### src/rtl/rf_seq_pkg.sv
// ============================================================================
// rf_seq_pkg : shared types and default constants for the RF self-test sequencer
// Revision   : 1.0
// ============================================================================
`default_nettype none

package rf_seq_pkg;

  localparam int NREGS_D = 32;
  localparam int AW_D    = 5;
  localparam int DW_D    = 32;
  localparam int ERR_W   = 6;

  typedef enum logic [2:0] {
    IDLE    = 3'd0,
    WRITE   = 3'd1,
    RD_ADDR = 3'd2,
    RD_CHK  = 3'd3,
    DONE    = 3'd4
  } state_t;

`ifdef RFSEQ_INV_PASS_EN
  // 0 = plain pattern pass, 1 = complemented pattern pass
  typedef logic pass_idx_t;
`endif

endpackage

`default_nettype wire

### src/rtl/rf_seq_pattern.sv
// ============================================================================
// rf_seq_pattern : expected register contents, (addr*MULT) mod 2^DW, optionally inverted
// Revision       : 1.0
// ============================================================================
`default_nettype none

module rf_seq_pattern #(
  parameter int AW   = 5,
  parameter int DW   = 32,
  parameter int MULT = 10
) (
  input  logic [AW-1:0] addr,
  input  logic          invert,
  output logic [DW-1:0] expected
);

  logic [DW-1:0] prod;

  assign prod     = DW'(addr) * DW'(MULT);
  assign expected = invert ? ~prod : prod;

endmodule

`default_nettype wire

### src/rtl/rf_selftest_seq.sv
// ============================================================================
// rf_selftest_seq : register-file BIST, writes k*MULT to every register then
//                   reads back in pairs. Macro RFSEQ_INV_PASS_EN adds an inverted pass.
// Revision        : 1.0
// ============================================================================
`default_nettype none

module rf_selftest_seq
  import rf_seq_pkg::*;
#(
  parameter int NREGS = NREGS_D,
  parameter int AW    = AW_D,
  parameter int DW    = DW_D,
  parameter int MULT  = 10
) (
  input  logic             CLK,
  input  logic             reset,
  input  logic             start,
  output logic             busy,
  output logic             done,
  output logic             pass,
  output logic [ERR_W-1:0] err_count,
  output logic [AW-1:0]    fail_addr,
  output logic [AW-1:0]    a1,
  output logic [AW-1:0]    a2,
  output logic [AW-1:0]    ad,
  output logic [DW-1:0]    di,
  output logic             we,
  input  logic [DW-1:0]    do1,
  input  logic [DW-1:0]    do2
);

  localparam logic [AW-1:0] LAST = AW'(NREGS - 1);

  state_t             state, state_n;
  logic               busy_n, done_n, pass_n, we_n;
  logic [ERR_W-1:0]   err_count_n;
  logic [AW-1:0]      fail_addr_n, a1_n, a2_n, ad_n;
  logic [DW-1:0]      di_n;
  logic [DW-1:0]      exp_wr, exp1, exp2;
  logic               mis1, mis2;
  logic [ERR_W:0]     err_sum;
  logic [ERR_W-1:0]   err_sat;
  logic [AW-1:0]      ad_inc;

`ifdef RFSEQ_INV_PASS_EN
  pass_idx_t inv, inv_n;
`else
  logic inv;
  assign inv = 1'b0;
`endif

  assign ad_inc = ad + AW'(1);

  rf_seq_pattern #(.AW(AW), .DW(DW), .MULT(MULT)) u_pat_wr (
    .addr(ad_inc), .invert(inv), .expected(exp_wr)
  );
  rf_seq_pattern #(.AW(AW), .DW(DW), .MULT(MULT)) u_pat_a1 (
    .addr(a1), .invert(inv), .expected(exp1)
  );
  rf_seq_pattern #(.AW(AW), .DW(DW), .MULT(MULT)) u_pat_a2 (
    .addr(a2), .invert(inv), .expected(exp2)
  );

  assign mis1    = (do1 != exp1);
  assign mis2    = (do2 != exp2);
  assign err_sum = {1'b0, err_count} + (ERR_W+1)'(mis1) + (ERR_W+1)'(mis2);
  assign err_sat = err_sum[ERR_W] ? '1 : err_sum[ERR_W-1:0];

  always_ff @(posedge CLK) begin
    if (reset) begin
      state     <= IDLE;
      busy      <= 1'b0;
      done      <= 1'b0;
      pass      <= 1'b0;
      err_count <= '0;
      fail_addr <= '0;
      a1        <= '0;
      a2        <= '0;
      ad        <= '0;
      di        <= '0;
      we        <= 1'b0;
`ifdef RFSEQ_INV_PASS_EN
      inv       <= 1'b0;
`endif
    end else begin
      state     <= state_n;
      busy      <= busy_n;
      done      <= done_n;
      pass      <= pass_n;
      err_count <= err_count_n;
      fail_addr <= fail_addr_n;
      a1        <= a1_n;
      a2        <= a2_n;
      ad        <= ad_n;
      di        <= di_n;
      we        <= we_n;
`ifdef RFSEQ_INV_PASS_EN
      inv       <= inv_n;
`endif
    end
  end

  always_comb begin
    state_n     = state;
    busy_n      = busy;
    done_n      = done;
    pass_n      = pass;
    err_count_n = err_count;
    fail_addr_n = fail_addr;
    a1_n        = a1;
    a2_n        = a2;
    ad_n        = ad;
    di_n        = di;
    we_n        = we;
`ifdef RFSEQ_INV_PASS_EN
    inv_n       = inv;
`endif
    case (state)
      IDLE, DONE: begin
        if (start) begin
          state_n     = WRITE;
          busy_n      = 1'b1;
          done_n      = 1'b0;
          pass_n      = 1'b0;
          err_count_n = '0;
          fail_addr_n = '0;
          ad_n        = '0;
          di_n        = '0;
          we_n        = 1'b1;
`ifdef RFSEQ_INV_PASS_EN
          inv_n       = 1'b0;
`endif
        end
      end
      WRITE: begin
        if (ad == LAST) begin
          we_n    = 1'b0;
          a1_n    = '0;
          a2_n    = AW'(1);
          state_n = RD_CHK;
        end else begin
          ad_n = ad_inc;
          di_n = exp_wr;
        end
      end
      RD_CHK: begin
        err_count_n = err_sat;
        // Only the first failing register is recorded; saturation keeps err_count nonzero.
        if (err_count == '0 && (mis1 || mis2))
          fail_addr_n = mis1 ? a1 : a2;
        state_n = RD_ADDR;
      end
      RD_ADDR: begin
        if (a2 == LAST) begin
`ifdef RFSEQ_INV_PASS_EN
          if (!inv) begin
            inv_n   = 1'b1;
            ad_n    = '0;
            di_n    = '1;
            we_n    = 1'b1;
            state_n = WRITE;
          end else begin
            state_n = DONE;
            busy_n  = 1'b0;
            done_n  = 1'b1;
            pass_n  = (err_count == '0);
          end
`else
          state_n = DONE;
          busy_n  = 1'b0;
          done_n  = 1'b1;
          pass_n  = (err_count == '0);
`endif
        end else begin
          a1_n    = a1 + AW'(2);
          a2_n    = a2 + AW'(2);
          state_n = RD_CHK;
        end
      end
      default: state_n = IDLE;
    endcase
  end

endmodule

`default_nettype wire
### config.mk
export PLATFORM = sky130hd
export DESIGN_NAME = rf_selftest_seq
export DESIGN_NICKNAME = d
export VERILOG_FILES = /design/src/rtl/rf_seq_pkg.sv /design/src/rtl/rf_seq_pattern.sv /design/src/rtl/rf_selftest_seq.sv
export SDC_FILE = /design/constraint.sdc
export NUM_CORES = 1
export LEC_CHECK = 0
export CORE_ASPECT_RATIO = 1.1
export CORE_UTILIZATION = 23
export DETAILED_ROUTE_END_ITERATION = 6
export MAX_ROUTING_LAYER = met4
export SLEW_MARGIN = 20
export SYNTH_ARGS = -nofsm -noshare
export SYNTH_HDL_FRONTEND = slang
export SYNTH_HIERARCHICAL = 1
export SYNTH_SLANG_ARGS = --single-unit
### constraint.sdc
create_clock -name CLK -period 3.5 [get_ports CLK]
set_input_delay 0.875 -clock CLK [delete_from_list [all_inputs] [get_ports CLK]]
set_output_delay 0.875 -clock CLK [all_outputs]
set_load 0.03 [all_outputs]
# Word-level counts from Yosys, hierarchy flattened
# Cells that the tools add are included.
[totals]
inputBits = 67
elab_cells = 81
reg_bits = 65
[classes]
muxes = 32
eq_ne = 14
n_addsub = 5
n_mul = 3
n_reduce_logical = 16
[op_table]
columns = ["cell", "n"]
rows = [
  ["two-way mux 32 bit", 2],
  ["inequality test 32 x 9 -> 1 bit", 2],
  ["one-hot mux 32 bit (2 select lines)", 1],
  ["two-way mux 5 bit", 8],
  ["one-hot mux 5 bit (2 select lines)", 4],
  ["multiplier 5 x 3 -> 8 bit (second input constant)", 3],
  ["AND reduction 3 bit", 5],
  ["two-way mux 6 bit", 2],
  ["inequality test 2 bit (second input constant)", 6],
  ["one-hot mux 3 bit (4 select lines)", 1],
  ["one-hot mux 6 bit (2 select lines)", 1],
  ["adder 5 x 2 -> 5 bit (second input constant)", 2],
  ["equality test 5 bit (second input constant)", 2],
  ["two-way mux 3 bit", 3],
  ["one-hot mux 1 bit (2 select lines)", 4],
  ["nonzero test 2 bit", 4],
  ["adder 6 x 1 -> 7 bit", 1],
  ["adder 7 x 1 -> 7 bit", 1],
  ["equality test 3 x 2 -> 1 bit (second input constant)", 2],
  ["logical NOT 6 bit", 1],
  ["two-way mux 1 bit", 6],
  ["adder 5 x 1 -> 5 bit (second input constant)", 1],
  ["AND reduction 2 bit", 2],
  ["equality test 3 x 1 -> 1 bit (second input constant)", 1],
  ["5 further kinds", 5],
]

# Logic depth before layout (Yosys ltp)
# Gate-level depths: netlist of run 1.
[logic_depth]
word_depth = 6
depth_mapped = 20

# Hierarchy
# The synthesis of run 1 kept the hierarchy.
[modules_own_cells]
columns = ["mod", "instances", "cells_per_inst", "area_each_um2"]
rows = [
  ["rf_selftest_seq", 1, 415, 3397.0],
  ["rf_seq_pattern at u_pat_a1 ...", 2, 49, 420.4],
  ["rf_seq_pattern at u_pat_wr", 1, 49, 416.6],
]

# Worst setup path after synthesis of run 1
# No wires, ideal clock.
[synth_path]
path_type = "register to register"
from = "register a1[4]"
to = "register err_count[3]"
setup_slack_ns = -0.236
path_stages_with_launch = 20
synth_period_minus_slack_ns = 3.736
setup_time_ns = 0.128
t_arrival_ns = 3.608
cell_sequence = "dfxtp_1 -> ha_1 -> inv_1 -> fa_1 -> nor2b_1 -> o21ai_1 -> xnor2_1 -> xnor2_1 -> nand4_1 -> nor4_2 -> nand4_2 -> clkinv_2 -> fa_1 -> inv_1 -> ha_1 -> and3_1 -> nand3_1 -> o31ai_1 -> a22oi_1 -> nor2_1"
[synth_via]
elab_chain_len = 6
[synth_rtl]
columns = ["item", "line", "source"]
rows = [
  ["start, declared", "rf_selftest_seq.sv:24", "output logic [AW-1:0] a1,"],
  ["start signal, assigned", "rf_selftest_seq.sv:93", "a1 <= a1_n;"],
  ["multiplier 5 x 3 -> 8 bit", "rf_seq_pattern.sv:19", "assign prod = DW'(addr) * DW'(MULT);"],
  ["via exp1[8]", "rf_selftest_seq.sv:40", "logic [DW-1:0] exp_wr, exp1, exp2;"],
  ["inequality test 32 x 9 -> 1 bit", "rf_selftest_seq.sv:65", "assign mis1 = (do1 != exp1);"],
  ["adder 6 x 1 -> 7 bit", "rf_selftest_seq.sv:67", "assign err_sum = {1'b0, err_count} + (ERR_W+1)'(mis1) + (ERR_W+1)'(mis2);"],
  ["adder 7 x 1 -> 7 bit", "rf_selftest_seq.sv:67", ""],
  ["two-way mux 6 bit", "rf_selftest_seq.sv:68", "assign err_sat = err_sum[ERR_W] ? '1 : err_sum[ERR_W-1:0];"],
  ["one-hot mux 6 bit (2 select lines)", "rf_selftest_seq.sv:119", "case (state)"],
  ["end signal, assigned", "rf_selftest_seq.sv:91", "err_count <= err_count_n;"],
  ["end, declared", "rf_selftest_seq.sv:22", "output logic [ERR_W-1:0] err_count,"],
]
# The timed path passes the listed nets, and every way through them passes these cells.
# A chain may end at the register's enable or synchronous reset.

# Final worst setup path of run 1
[layout_path]
from = "register a2[1]"
to = "register err_count[3]"
[layout_via]
elab_chain_len = 5
[layout_rtl]
columns = ["item", "line", "source"]
rows = [
  ["start, declared", "rf_selftest_seq.sv:25", "output logic [AW-1:0] a2,"],
  ["start signal, assigned", "rf_selftest_seq.sv:94", "a2 <= a2_n;"],
  ["multiplier 5 x 3 -> 8 bit", "rf_seq_pattern.sv:19", ""],
  ["via exp2[8]", "rf_selftest_seq.sv:40", ""],
  ["inequality test 32 x 9 -> 1 bit", "rf_selftest_seq.sv:66", "assign mis2 = (do2 != exp2);"],
  ["adder 7 x 1 -> 7 bit", "rf_selftest_seq.sv:67", ""],
  ["two-way mux 6 bit", "rf_selftest_seq.sv:68", ""],
  ["one-hot mux 6 bit (2 select lines)", "rf_selftest_seq.sv:119", ""],
]
# The timed path passes the listed nets, and every way through them passes these cells.

==> results.ini, run 1 <==
[drt]
via_per_inst=3.944
final_antenna_net_count=0
dr.pass1.iters=4
routed_wl_mm=11.46
drc=0
initialDrtViolationCount=99
vias=3802
wl_per_cell_um=11.89

[logic_synthesis]
synth.largest_area_cell=dfxtp_1
synth_cell_types=47
synthMuxAreaShare=0.01290
synth_warnings=6
synth_top_family_by_area=XOR/XNOR gates
async_reset_ff_frac=0
synth_seq_area_share=0.2753
syn_inst=562
avgSynthCellArea_um2=8.282
synth_xor_xnor_area_share=0.1930
netlist.area_leader.share=0.2753
yosys.area_share.adder=0.07903
synth_ff_type=dfxtp_1
synth_edf_count=0
synthSimpleGateAreaFrac=0.1796
synth.area.top_cells=dfxtp_1 28%, buf_4 12%, xor2_1 11%
synth-compound-area-share=0.1046
ys_seq_elements=64
synth_area_um2=4654

[floorplanning]
die_area_um2=20810
die_y_um=151.2
io_pins=129
core_area_um2=19860
initial_utilization=0.2343
placementRows=54
die_w_um=137.6

[finish]
diodes=0
area_delta_synth_final_pct=39.97
drive_gt1_frac=0.1236
n_fill_cell=2096
regArea_um2=1295
multi_input_area_um2=3075
layout.nets=802
finalInstanceArea_um2=6515

[cts]
clk_latency_ns=0.33
clockBufferDepth=2
cts.clk_slew.worst_paths_ns=0.05
tritoncts=yes
numCtsBuffers=9
htreeDepth=3
holdBufCountCts=0
clock_sinks=64
cts-root-buf=clkbuf_16

[placement]
place_hpwl_mm=8.463
dpl_worst_slack_ns=-0.07060
place_congestion=0.8385
postPlaceCellArea_um2=6056
io_buffer_count=127

[sta]
setup_viol=0
fin_crit_sh=0.9932
rsz0062_at_grt=true
fin_skew_ns=0.007985
hold_viol=0
finalCriticalPeriod_ns=3.476
finalMaxSlewViolations=0
maxSlewHeadroom=0.4949
tightest_slew_ns=0.7577
layout_setup_ws_ns=0.02394
fmax_mhz=287.7

[power]
internal-power_mw=1.555
combPwrFrac=0.201
pwr-share-clk=0.436
irDropWorstVdd_v=0.0002043
p_leak_nw=2.514
p_sw_mw=0.5739
share_seq_of_total_power=0.363
p_sw_frac=0.2696
powerDensity_nw_per_um2=326.8

[global_route]
first_global_vias=3631
busiest_layer=met2
grt.total_usage=0.1126
antenna_found_initial=0
met2_usage=0.1932
use_met1=0.1230
met3_usage=0.03313
overflow=0
grt_pass1_wl_mm=17.56
grt_max_degree=38

[setup_path]
cpMostUsedCell=ha_4
worstSetupPathType=flop to flop
crit_path_end_kind=flop
cpPeakStageDelay_ns=0.36
setup.worst_path.start=a2[1]$_SDFFE_PP0P_
path_max_fanout=3
cp-start-kind=flop
arrival_ns=3.68
cp_data_required_time_ns=3.70
rr_startpoint=a2[1]$_SDFFE_PP0P_
crit_slowest_cell=fa_2
cp_cell_sequence=ha_4, ha_4, inv_2, fa_2, nor2b_2, o21ai_2, xnor2_1, xor2_1, nor4_1, nand4_1, nor2_2, fa_2, inv_2, ha_4, and3_4, nand3_4, o31ai_4, a22oi_2, nor2_1
cp_top_family=simple AND/OR/NAND/NOR gates
path_buf_inv=2

[run_status]
outcome=complete, no violations

[min_path]
hp-start=di[21]$_SDFFE_PP0P_
min_path_type=flop to flop

[job]
cap_violations=0

-- what timing repair did --
item,in CTS,in global routing
resized for setup,4,17
pin swaps,10,12
setup buffers,2,2
endpoints found under the setup margin,2,5
hold endpoints to repair,0,0
-- tightest hold or removal path: stages (launching register included) --
cell and delay (ns):
dfxtp_1 0.30, nand2_1 0.05, a21oi_1 0.05
-- final timing paths --
kind                                to  slack (ns)  cells after the start
max          err_count[3]$_SDFFE_PP0P_        0.02                     19
min                di[21]$_SDFFE_PP0P_        0.45                      2
max reg2reg  err_count[3]$_SDFFE_PP0P_        0.02                     19
min reg2reg        di[21]$_SDFFE_PP0P_        0.45                      2
-- routing by layer --
metal	wire length [µm]	share of wire
met4	183	0.016
met1	4982	0.43
met5	0	0
met2	5420	0.47
met3	871	0.076
-- cell usage after synthesis, types with 4 or more instances --
| master | count |
|---|---|
| o22ai_1 | 4 |
| inv_1 | 13 |
| buf_4 | 73 |
| nor4_1 | 11 |
| nand4_1 | 10 |
| ha_1 | 23 |
| xnor2_1 | 38 |
| fa_1 | 4 |
| nand3_1 | 44 |
| nor2b_1 | 5 |
| dfxtp_1 | 64 |
| clkbuf_1 | 11 |
| xor2_1 | 59 |
| o21ai_0 | 5 |
| mux2i_1 | 6 |
| buf_2 | 8 |
| nor2_1 | 27 |
| a21oi_1 | 54 |
| nand2_1 | 53 |
-- final cells by class --
cell class,count,share of cell area
Timing Repair Buffer,154,0.2255
Clock buffer,12,0.04091
Multi-Input combinational cell,465,0.4721
Tap cell,252,0.04840
Inverter,14,0.008258
Clock inverter,3,0.006146
Sequential cell,64,0.1988
-- state kept, by name, summed over array words and instances, names as in the netlist --
signal     flops
fail_addr      5
busy           1
ad             5
err_count      6
pass           1
a2             5
a1             4
done           1
di            32
state          3
we             1
-- power by group through the flow --
stage               clock network, mW  logic, mW  registers [mW]
detailed placement                  0      0.428           0.788
global route                    0.999      0.474           0.776
finish                          0.929      0.427           0.773
CTS                             0.960      0.431           0.773
floorplan                           0      0.279           0.827
global placement                    0      0.427           0.787
-- cells in the final DEF (no fill, tap or decap), types with 10 or more instances in the layout --
cell type and instances:
xnor2_1 38, a21oi_1 54, nand2_1 53, dfxtp_1 55, nand3_1 43, ha_1 17, clkdlybuf4s50_1 126, xor2_1 59
conb_1 78, nor2_1 26, nand4_1 10, nor4_1 11, inv_1 11, buf_4 27
-- logic make-up after synthesis --
family / Yosys count
compound gates: 84
xor+xnor: 100
fa+ha+maj: 27
buf+inv: 110
flops: 64
mux: 6
other cells: 1
simple gates: 170
-- metrics by stage --
step / power, mW / setup TNS [ns] / hold WS (ns) / utilization / cells
6_report: 2.129 / 0 / 0.4479 / 0.3280 / 964
5_1_grt: 2.249 / -0.3844 / 0.4659 / 0.3280 / 964
4_1_cts: 2.164 / 0 / 0.4505 / 0.3223 / 962
3_5_place_dp: 1.216 / -0.07060 / 0.4427 / 0.3049 / 945
3_3_place_gp: 1.214 / -0.03283 / 0.4384 / 0.3049 / 945
2_1_floorplan: 1.105 / 0 / 0.5477 / - / 639
Power figures use the tool's default switching activity.
==> run 2: changes to the inputs <==
--- a/config.mk
+++ b/config.mk
@@ -7,6 +7,7 @@
 export LEC_CHECK = 0
 export CORE_ASPECT_RATIO = 1.1
 export CORE_UTILIZATION = 23
+export CTS_CLUSTER_DIAMETER = 150
 export DETAILED_ROUTE_END_ITERATION = 6
 export MAX_ROUTING_LAYER = met4
 export SLEW_MARGIN = 20
==> constraint.sdc (replaced) <==
create_clock -name CLK -period 3.3 [get_ports CLK]
set_input_delay 0.825 -clock CLK [delete_from_list [all_inputs] [get_ports CLK]]
set_output_delay 0.825 -clock CLK [all_outputs]
set_load 0.03 [all_outputs]
==> run 2 against run 1 <==
Net effect:
- the run now ends with negative setup slack left
- worst hold slack barely moved
- non-clock buffer count down 1
- global-route usage up 0.20 points
- sequential power up 5.7%
- utilization decreased by 0.15 points
- final cell count grew 0.10%
- register-to-register slack got worse by 0.11 ns
- wire length grew 0.94%
- first-iteration DRC count down 1.0%
- critical endpoint unchanged
- largest cell class unchanged
- largest power group unchanged
==> results.ini, run 2 (same netlist as run 1, synthesis figures left out) <==
[run_status]
outcome=complete, but fails checks  ; was complete, no violations
violations=negative setup slack

[drt]
via_per_inst=4.047  ; was 3.944
drc=0  ; unchanged
routed_wl_mm=11.57  ; was 11.46 mm
dr.pass1.iters=4  ; unchanged
final_antenna_net_count=0  ; unchanged
initialDrtViolationCount=98  ; was 99
wl_per_cell_um=11.99  ; was 11.89 µm
vias=3905  ; was 3802

[sta]
layout_setup_ws_ns=-0.08299  ; was 0.02394 ns
tns_ns=-0.1572  ; was 0 ns
finalMaxSlewViolations=0  ; unchanged
setup_viol=3  ; was 0
rsz0062_at_grt=true  ; unchanged
maxSlewHeadroom=0.5031  ; was 0.4949
hold_viol=0  ; unchanged
holdWs_ns=0.4476  ; was 0.4479 ns
fmax_mhz=295.6  ; was 287.7 MHz
tightest_slew_ns=0.7453  ; was 0.7577 ns
fin_skew_ns=0.01233  ; was 0.007985 ns
finalCriticalPeriod_ns=3.383  ; was 3.476 ns
fin_crit_sh=1.025  ; was 0.9932

[setup_path]
cpMostUsedCell=ha_4  ; unchanged
arrival_ns=3.59  ; was 3.68 ns
cpPeakStageDelay_ns=0.35  ; was 0.36 ns
cp-start-kind=flop  ; unchanged
crit_path_end_kind=flop  ; unchanged
cp_data_required_time_ns=3.51  ; was 3.70 ns
cp_top_family=adder cells  ; was simple AND/OR/NAND/NOR gates
cp_cell_sequence=ha_4, ha_4, inv_2, fa_2, nor2b_1, o21ai_1, xnor2_1, xor2_1, nor4_1, nand4_1, nor2_4, fa_2, inv_2, ha_4, and3_4, nand3_4, o31ai_1, a22oi_1, nor2_1  ; was ha_4, ha_4, inv_2, fa_2, nor2b_2, o21ai_2, xnor2_1, xor2_1, nor4_1, nand4_1, nor2_2, fa_2, inv_2, ha_4, and3_4, nand3_4, o31ai_4, a22oi_2, nor2_1
path_buf_inv=2  ; unchanged
worstSetupPathType=flop to flop  ; unchanged
path_max_fanout=3  ; unchanged
crit_slowest_cell=dfxtp_4  ; was fa_2

[job]
cap_violations=0  ; unchanged

[min_path]
min_path_type=flop to flop  ; unchanged

[cts]
clock_sinks=64  ; unchanged
tritoncts=yes  ; unchanged
holdBufCountCts=0  ; unchanged
numCtsBuffers=9  ; unchanged
clk_latency_ns=0.34  ; was 0.33 ns
cts-root-buf=clkbuf_16  ; unchanged
cts.clk_slew.worst_paths_ns=0.06  ; was 0.05 ns
clockBufferDepth=2  ; unchanged
htreeDepth=3  ; unchanged

[finish]
drive_gt1_frac=0.1180  ; was 0.1236
layout_commonest_cell=clkdlybuf4s50_1  ; unchanged
n_fill_cell=2097  ; was 2096
largest_register=di  ; unchanged
largest_reg_flops=32  ; unchanged
finalInstanceArea_um2=6485  ; was 6515 µm²
layout_common_cells=126 x clkdlybuf4s50_1, 78 x conb_1, 59 x xor2_1  ; unchanged
top_regs=di: 32 flops, err_count: 6 flops  ; unchanged
area_delta_synth_final_pct=39.33  ; was 39.97%
layoutNonFillerInstCount=965  ; was 964
layout.nets=801  ; was 802

[power]
irDropWorstVdd_v=0.0001925  ; was 0.0002043 V
p_leak_nw=2.499  ; was 2.514 nW
powerDensity_nw_per_um2=335.2  ; was 326.8 nW/µm²

[floorplanning]
die_w_um=137.6  ; unchanged
initial_utilization=0.2343  ; unchanged
io_pins=129  ; unchanged
die_y_um=151.2  ; unchanged
core_area_um2=19860  ; unchanged
placementRows=54  ; unchanged
die_area_um2=20810  ; unchanged

[placement]
place_hpwl_mm=8.471  ; was 8.463 mm
io_buffer_count=127  ; unchanged
dp.cells=943  ; was 945
place_congestion=0.7684  ; was 0.8385
dpl_worst_slack_ns=-0.1559  ; was -0.07060 ns
postPlaceCellArea_um2=6093  ; was 6056 µm²

[global_route]
first_global_vias=3760  ; was 3631
overflow=0  ; unchanged
grt_max_degree=42  ; was 38
grt_pass1_wl_mm=17.96  ; was 17.56 mm
antenna_found_initial=1  ; was 0
grt.total_usage=0.1146  ; was 0.1126

[run 2: power breakdown]
part | total [mW] | internal (mW) | switching, mW
Sequential | 0.817 | 0.796 | 0.0209
Clock | 0.900 | 0.547 | 0.353
Combinational | 0.457 | 0.213 | 0.244
[run 2: layout make-up]
class                      instances  area, µm²  share of cell area
tap                              252      315.3             0.04862
timing repair buffer             153       1478              0.2279
clock buffer                      13      260.3             0.04013
multi-input combinational        465       3053              0.4708
clock inverter                     3      17.52            0.002701
antenna                            1      2.502           0.0003859
inverter                          14      53.80            0.008296
sequential                        64       1305              0.2012
[run 2: worst paths after layout]
path	from	to	slack, ns	cells past startpoint
worst max-delay path	a2[3]$_SDFFE_PP0P_	err_count[3]$_SDFFE_PP0P_	-0.08	19
worst min-delay path	di[22]$_SDFFE_PP0P_	di[22]$_SDFFE_PP0P_	0.45	2
worst max register to register	a2[3]$_SDFFE_PP0P_	err_count[3]$_SDFFE_PP0P_	-0.08	19
worst min register to register	di[22]$_SDFFE_PP0P_	di[22]$_SDFFE_PP0P_	0.45	2
[run 2: per-stage QoR]
stage	utilization	total power, mW
6_report	0.3265	2.174
5_1_grt	0.3265	2.287
4_1_cts	0.3231	2.214
3_5_place_dp	0.3068	1.288
3_3_place_gp	0.3068	1.288
2_1_floorplan	-	1.169
[run 2: worst register-to-register path, cell delays in order, from the launching register on]
cell and delay [ns]:
dfxtp_4 0.35, ha_4 0.27, ha_4 0.13, inv_2 0.03, fa_2 0.34, nor2b_1 0.12, o21ai_1 0.08, xnor2_1 0.17
xor2_1 0.08, nor4_1 0.20, nand4_1 0.23, nor2_4 0.20, fa_2 0.24, inv_2 0.05, ha_4 0.15, and3_4 0.19
nand3_4 0.08, o31ai_1 0.08, a22oi_1 0.21, nor2_1 0.05
[run 2: repair_timing]
item / in CTS / in global routing
setup buffers: 1 / 4
gates cloned: 0 / 0
resized for setup: 7 / 7
pin swaps: 3 / 2
setup endpoints to repair: 5 / 6
[run 2: routing by layer]
| layer | GRT usage | part of all wire |
|---|---|---|
| met1 | 0.1249 | 0.43 |
| met2 | 0.1940 | 0.47 |
| met3 | 0.03280 | 0.080 |
| met4 | 0.04725 | 0.020 |
| met5 | - | 0 |
